==> src/rtl/axis_sync_fifo.sv <==
// axis_sync_fifo: single-clock first-word-fall-through FIFO with AXI-Stream handshakes,
// level flags, synchronous flush and a clearable high-water mark.
module axis_sync_fifo #(
    parameter int DATA_WIDTH = 32,
    parameter int DEPTH      = 16,
    parameter int AF_THRESH  = 12,
    parameter int AE_THRESH  = 2
) (
    input  logic                    ACLK,
    input  logic                    ARESET_N,
    input  logic                    FLUSH,
    input  logic                    HWM_CLR,
    input  logic [DATA_WIDTH-1:0]   S_TDATA,
    input  logic                    S_TVALID,
    output logic                    S_TREADY,
    output logic [DATA_WIDTH-1:0]   M_TDATA,
    output logic                    M_TVALID,
    input  logic                    M_TREADY,
    output logic [$clog2(DEPTH):0]  COUNT,
    output logic                    ALMOST_FULL,
    output logic                    ALMOST_EMPTY,
    output logic [$clog2(DEPTH):0]  HIGH_WATER
);
    localparam int AW = $clog2(DEPTH);
    localparam logic [AW:0] AF = (AW+1)'(AF_THRESH);
    localparam logic [AW:0] AE = (AW+1)'(AE_THRESH);

    logic [DATA_WIDTH-1:0] mem [DEPTH];
    logic [AW:0] wr_ptr, rd_ptr, count_nxt;
    logic full, empty, push, pop;

    // Extra pointer MSB distinguishes full from empty so every slot is usable
    assign empty        = wr_ptr == rd_ptr;
    assign full         = (wr_ptr[AW-1:0] == rd_ptr[AW-1:0]) && (wr_ptr[AW] != rd_ptr[AW]);
    assign S_TREADY     = !full;
    assign M_TVALID     = !empty;
    assign push         = S_TVALID && !full;
    assign pop          = M_TREADY && !empty;
    assign M_TDATA      = empty ? '0 : mem[rd_ptr[AW-1:0]];
    assign ALMOST_FULL  = COUNT >= AF;
    assign ALMOST_EMPTY = COUNT <= AE;

    always_comb begin
        count_nxt = FLUSH ? '0 :
                    (push && !pop) ? COUNT + 1'b1 :
                    (pop && !push) ? COUNT - 1'b1 : COUNT;
    end

    always_ff @(posedge ACLK or negedge ARESET_N) begin
        if (!ARESET_N) begin
            wr_ptr     <= '0;
            rd_ptr     <= '0;
            COUNT      <= '0;
            HIGH_WATER <= '0;
        end else begin
            wr_ptr     <= FLUSH ? '0 : push ? wr_ptr + 1'b1 : wr_ptr;
            rd_ptr     <= FLUSH ? '0 : pop ? rd_ptr + 1'b1 : rd_ptr;
            COUNT      <= count_nxt;
            HIGH_WATER <= (HWM_CLR || count_nxt > HIGH_WATER) ? count_nxt : HIGH_WATER;
        end
    end

    always_ff @(posedge ACLK) begin
        if (push && !FLUSH)
            mem[wr_ptr[AW-1:0]] <= S_TDATA;
    end
endmodule
==> config.mk <==
export PLATFORM = sky130hd
export DESIGN_NAME = axis_sync_fifo
export DESIGN_NICKNAME = d
export VERILOG_FILES = /design/src/rtl/axis_sync_fifo.sv
export SDC_FILE = /design/constraint.sdc
export NUM_CORES = 1
export LEC_CHECK = 0
export ABC_CLOCK_PERIOD_IN_PS = 4600
export CORE_UTILIZATION = 45
export DETAILED_ROUTE_END_ITERATION = 16
export GPL_TIMING_DRIVEN = 0
export PLACE_DENSITY_LB_ADDON = 0.2
export SYNTH_ARGS = -nofsm -noshare
export SYNTH_HDL_FRONTEND = slang
export SYNTH_SLANG_ARGS = --single-unit
export TNS_END_PERCENT = 100
==> constraint.sdc <==
create_clock -name ACLK -period 4.6 [get_ports ACLK]
set_input_delay 0.92 -clock ACLK [delete_from_list [all_inputs] [get_ports ACLK]]
set_output_delay 0.92 -clock ACLK [all_outputs]
set_load 0.005 [all_outputs]
# After elaboration in Yosys (flattened, before gate mapping)
# Memory sizes are Yosys's and may differ from the RTL's.
# Index checks and enable logic that the tools add are counted.
word_totals:
  ram_bits: 512
  ff_bits: 20
  inputBits: 38
  output_inout_bits: 46
  word_cells: 39
  n_memories: 1
classes:
  muxes: 10
  n_eq_ne: 3
  n_addsub: 4
  n_lt_le_gt_ge: 3
  reduce_logical: 14
memory_table:
  columns: ["name", "words", "word_bits", "rd", "rd_clocked_by_memory_dff", "wr", "line", "rtl"]
  rows:
  - ["mem", 16, 32, 1, 0, 1, "28", "logic [DATA_WIDTH-1:0] mem [DEPTH];"]
ops:
  columns: ["cell", "n"]
  rows:
  - ["5-bit two-way mux", 7]
  - ["32-bit two-way mux", 1]
  - ["5-bit by 1-bit adder with 5-bit output, second input constant", 3]
  - ["1-bit logical AND", 6]
  - ["5-bit equality test", 1]
  - ["5-bit by 4-bit greater-or-equal comparator with 1-bit output, second input constant", 1]
  - ["5-bit greater-than comparator", 1]
  - ["5-bit by 2-bit less-or-equal comparator with 1-bit output, second input constant", 1]
  - ["1-bit zero test", 5]
  - ["5-bit by 1-bit subtractor with 5-bit output, second input constant", 1]
  - ["4-bit equality test", 1]
  - ["2-bit nonzero test", 2]
  - ["1-bit two-way mux", 2]
  - ["1-bit logical OR", 1]
  - ["1-bit inequality test", 1]

# Logic depth before layout (Yosys ltp)
logic_depth:
  ltp_word: 11
  ltp_mapped: 14
  mapped_depth_nobuf: 13

# Least setup slack after synthesis
# OpenSTA, ideal clock, no wires.
synth_path:
  path_kind: "in2reg"
  start: "input S_TVALID"
  end: "memory mem[0][0], enable pin"
  required_time_ns: 4.139
  setup_time_ns: 0.461
  cell_stages: 4
  arrival_time_ns: 3.931
  path_slack_ns: 0.208
  path_buffers: 2
  path_cell_list: "clkbuf_1 > clkbuf_1 > nand4_1 > nor3_1"
synth_between:
  elab_chain_len: 4
synth_lines:
  columns: ["element", "line", "rtl"]
  rows:
  - ["start: declaration", "14", "input logic S_TVALID,"]
  - ["1-bit logical AND", "37", "assign push = S_TVALID && !full;"]
  - ["1-bit logical AND", "64", "if (push && !FLUSH)"]
  - ["1-bit two-way mux", "64", null]
  - ["1-bit two-way mux (implied by the code)", "65", "mem[wr_ptr[AW-1:0]] <= S_TDATA;"]
  - ["end: declaration", "28", null]
# Every way passes these cells.

# Final worst setup path
layout_path:
  start: "register rd_ptr[1]"
  end: "output M_TDATA[29]"
layout_between:
  elab_chain_len: 2
  elab_cells_between_ends: 3
  cone_classes: "eq/ne (1); mux (1); memory (1)"
layout_lines:
  columns: ["element", "line", "rtl"]
  rows:
  - ["start: declaration", "29", "logic [AW:0] wr_ptr, rd_ptr, count_nxt;"]
  - ["start signal: assignment", "57", "rd_ptr <= FLUSH ? '0 : pop ? rd_ptr + 1'b1 : rd_ptr;"]
  - ["memory 16 x 32 bit / 5-bit equality test (equally long branches)", null, null]
  - ["32-bit two-way mux *", "39", "assign M_TDATA = empty ? '0 : mem[rd_ptr[AW-1:0]];"]
  - ["end: declaration", "16", "output logic [DATA_WIDTH-1:0] M_TDATA,"]
# Every way passes the cells marked *; elsewhere a longest branch is shown, timed or not.

==> summary.txt <==
Power and ir drop
  • Power consumption: 0.01118 W
  • Leakage: 7.654 nW
  • Cell area power density: 453.6 mW/mm^2
  • Peak supply drop: 0.0002680 V

Clocking
  • Hold_buf cts: 0
  • Root buffer cell: clkbuf_16
  • Total CTS buffers: 54
  • Clock Latency Late Sink: 0.59 ns
  • Clock edge transition at the registers on the reported setup and hold paths: 0.06 ns
  • CTS tree: done
  • Post-CTS setup buffer count: 0
  • H-tree depth: 2
  • Post_cts resized: 10
  • Buffer depth of the longest clock path: 3
  • TritonCTS sink count: 532

Drt
  • DRT antenna net count: 0
  • DRT iter0 DRCs: 900
  • Via Count: 9946
  • Drt drc: 0
  • Pre-Repair DR Iteration Count: 5
  • Vias per cell: 5.749
  • Drt wl/cell: 26.14 microns
  • Post-Route WL: 45220 microns

Synthesis
  • EDFF count, synth: 512
  • Synth unique cells: 42
  • Synth top area share: 0.7340
  • FFs w/ async S/R, synth: 0.03759
  • Main synth FF type: edfxtp_1
  • Most frequent cell after synthesis: edfxtp_1
  • Post-synth top area cell: edfxtp_1
  • Syn Inst Count: 927
  • Register area share after synthesis: 0.7579
  • Post-synth top cells: edfxtp_1, mux4_2, nor2b_1
  • Warnings, synthesis: 0
  • Mapped cell area: 0.02095 sq mm
  • Main area contributors after synthesis: edfxtp_1, mux4_2, dfrtp_1
  • Syn Nets: 977
  • Flop and latch count out of synthesis: 532
  • Synthesized area per cell: 22.60 sq um

STA
  • Maximum clock frequency: 0.2250 GHz
  • Worst Skew: 0.01893 ns
  • Final count of negative-setup-slack endpoints: 0
  • Final setup margin: 0.1555 ns
  • Fin. Hold Viols: 0
  • Final min period: 4.445 ns
  • Final period utilization: 0.9662
  • Tightest Pin Transition: 1.120 ns
  • RSZ-0062 raised after global routing: false
  • Slew Viols, Final: 0
  • Slew HR: 0.2535

Global route
  • GR Layer Usage met3: 0.03543
  • Met1 usage: 0.2870
  • Global routing met2 resource utilization: 0.3110
  • Number of global-route vias before repair: 10.16k
  • First-pass GRT wire length: 67070 microns
  • Most used routing layer: met2
  • Total grt overflow: 0
  • Largest net degree at the start of global routing: 24
  • Number of antenna violations at the first check in global routing: 1
  • Total track usage: 0.1980

Placed design
  • Placer Congestion: 0.7417
  • Hpwl dp: 29110 microns
  • Worst slack, placed: 0.09250 ns
  • Port bufs: 81

Layout
  • N_diodes: 0
  • # fillers: 3506
  • Share of post-route cells with drive strength above 1: 0.2752
  • Area Growth Syn to Fin: 17.65%
  • Final Net Count: 1142
  • Reg area: 0.01588 sq mm
  • Core Util, Final: 0.5396
  • Area occupied by multi-input gates: 0.004888 sq mm

Worst setup path
  • CP required: 3.68 ns
  • Crit path kind: flip-flop to output port
  • Setup crit end kind: output port
  • CP max FO: 10
  • Crit start category: flip-flop
  • Critical Path AT: 3.52 ns

Run status
  • Status: finished clean

Floorplanning
  • Die footprint: 0.04742 sq mm
  • Die Height: 217.8 microns
  • Die width: 217.8 microns
  • Initial core utilization: 0.4586
  • Std-Cell Rows: 78
  • CORE AREA: 0.04567 sq mm
  • I/O Pins: 84

Run
  • Max cap viols: 0

Worst hold path
  • Worst hold path class: flip-flop to flip-flop
-- where the power goes --
part	total [W]	switching (W)	internal, W	leakage (nW)
clock	0.00394	0.00173	0.00222	0.765
combinational	0.00183	0.000874	0.000951	2.01
sequential	0.00541	0.0000377	0.00537	4.88
-- metrics by stage --
step	instance area, sq um	std cells	hold slack [ns]	TNS (ns)
6_report	24640	1730	0.5441	0
3_3_place_gp	22510	1608	0.5192	-927.60
5_1_grt	24640	1730	0.5621	0
3_5_place_dp	23050	1636	0.5307	0
2_1_floorplan	20950	927	0.5093	0
4_1_cts	24640	1730	0.5446	0
-- critical path, stage by stage (launching register included) --
cell,delay (ns)
dfrtp_1,0.35
clkbuf_1,0.31
clkbuf_2,0.32
clkbuf_2,0.40
mux4_2,0.42
mux4_2,0.53
nor2b_1,0.16
clkdlybuf4s50_1,0.45
-- state kept, by name, indices dropped and copies added (netlist names) --
register / flops
rd_ptr: 5
COUNT: 5
wr_ptr: 5
HIGH_WATER: 5
mem: 512
-- path summary, 6_finish.rpt --
check / from / to / slack, ns / cells after the start
max: rd_ptr[1] / M_TDATA[29] / 0.16 / 7
min: HIGH_WATER[1] / HIGH_WATER[1] / 0.54 / 1
max reg2reg: rd_ptr[0] / HIGH_WATER[1] / 0.70 / 12
min reg2reg: HIGH_WATER[1] / HIGH_WATER[1] / 0.54 / 1
max in group asynchronous: ARESET_N / rd_ptr[3] / 3.12 / 1
min in group asynchronous: ARESET_N / COUNT[4] / 0.88 / 1
-- cell usage in the layout (no fill, tap or decap), drive strengths merged, types with 8 or more instances in the layout --
master / count
buf: 58
edfxtp: 512
nor2: 28
clkinv: 23
ha: 12
mux2i: 10
mux4: 160
nand4: 8
xor2: 10
clkbuf: 90
clkdlybuf4s50: 81
dfrtp: 20
inv: 11
nor2b: 34
nand2: 9
-- logic make-up (layout without fill, tap and decap cells) --
| group | count (synthesis) | count (layout) | synth area share |
|---|---|---|---|
| AOI/OAI and AO/OA | 30 | 30 | 0.01009 |
| xor gates and xnor gates | 16 | 16 | 0.006690 |
| muxes | 171 | 171 | 0.1773 |
| adders and majority gates | 12 | 12 | 0.007167 |
| buffers and inverters | 64 | 267 | 0.01439 |
| DFF | 532 | 532 | 0.7579 |
| and+or+nand+nor | 102 | 102 | 0.02646 |
-- routing by layer --
metal / routed length (microns) / share of wire
met3: 2632 / 0.058
met2: 21840 / 0.48
met4: 802 / 0.018
met1: 19930 / 0.44
met5: 13 / 0.00029
-- area by class of cell --
class,count,area share
multi-input cells,331,0.1984
clock inverters,27,0.006905
flip-flops and latches,532,0.6442
inverters,11,0.001675
repair buffers,109,0.05026
clock buffers,67,0.05722
well taps,600,0.03046
plain buffers,53,0.01097
No activity file was read; power rests on OpenSTA's default activity.
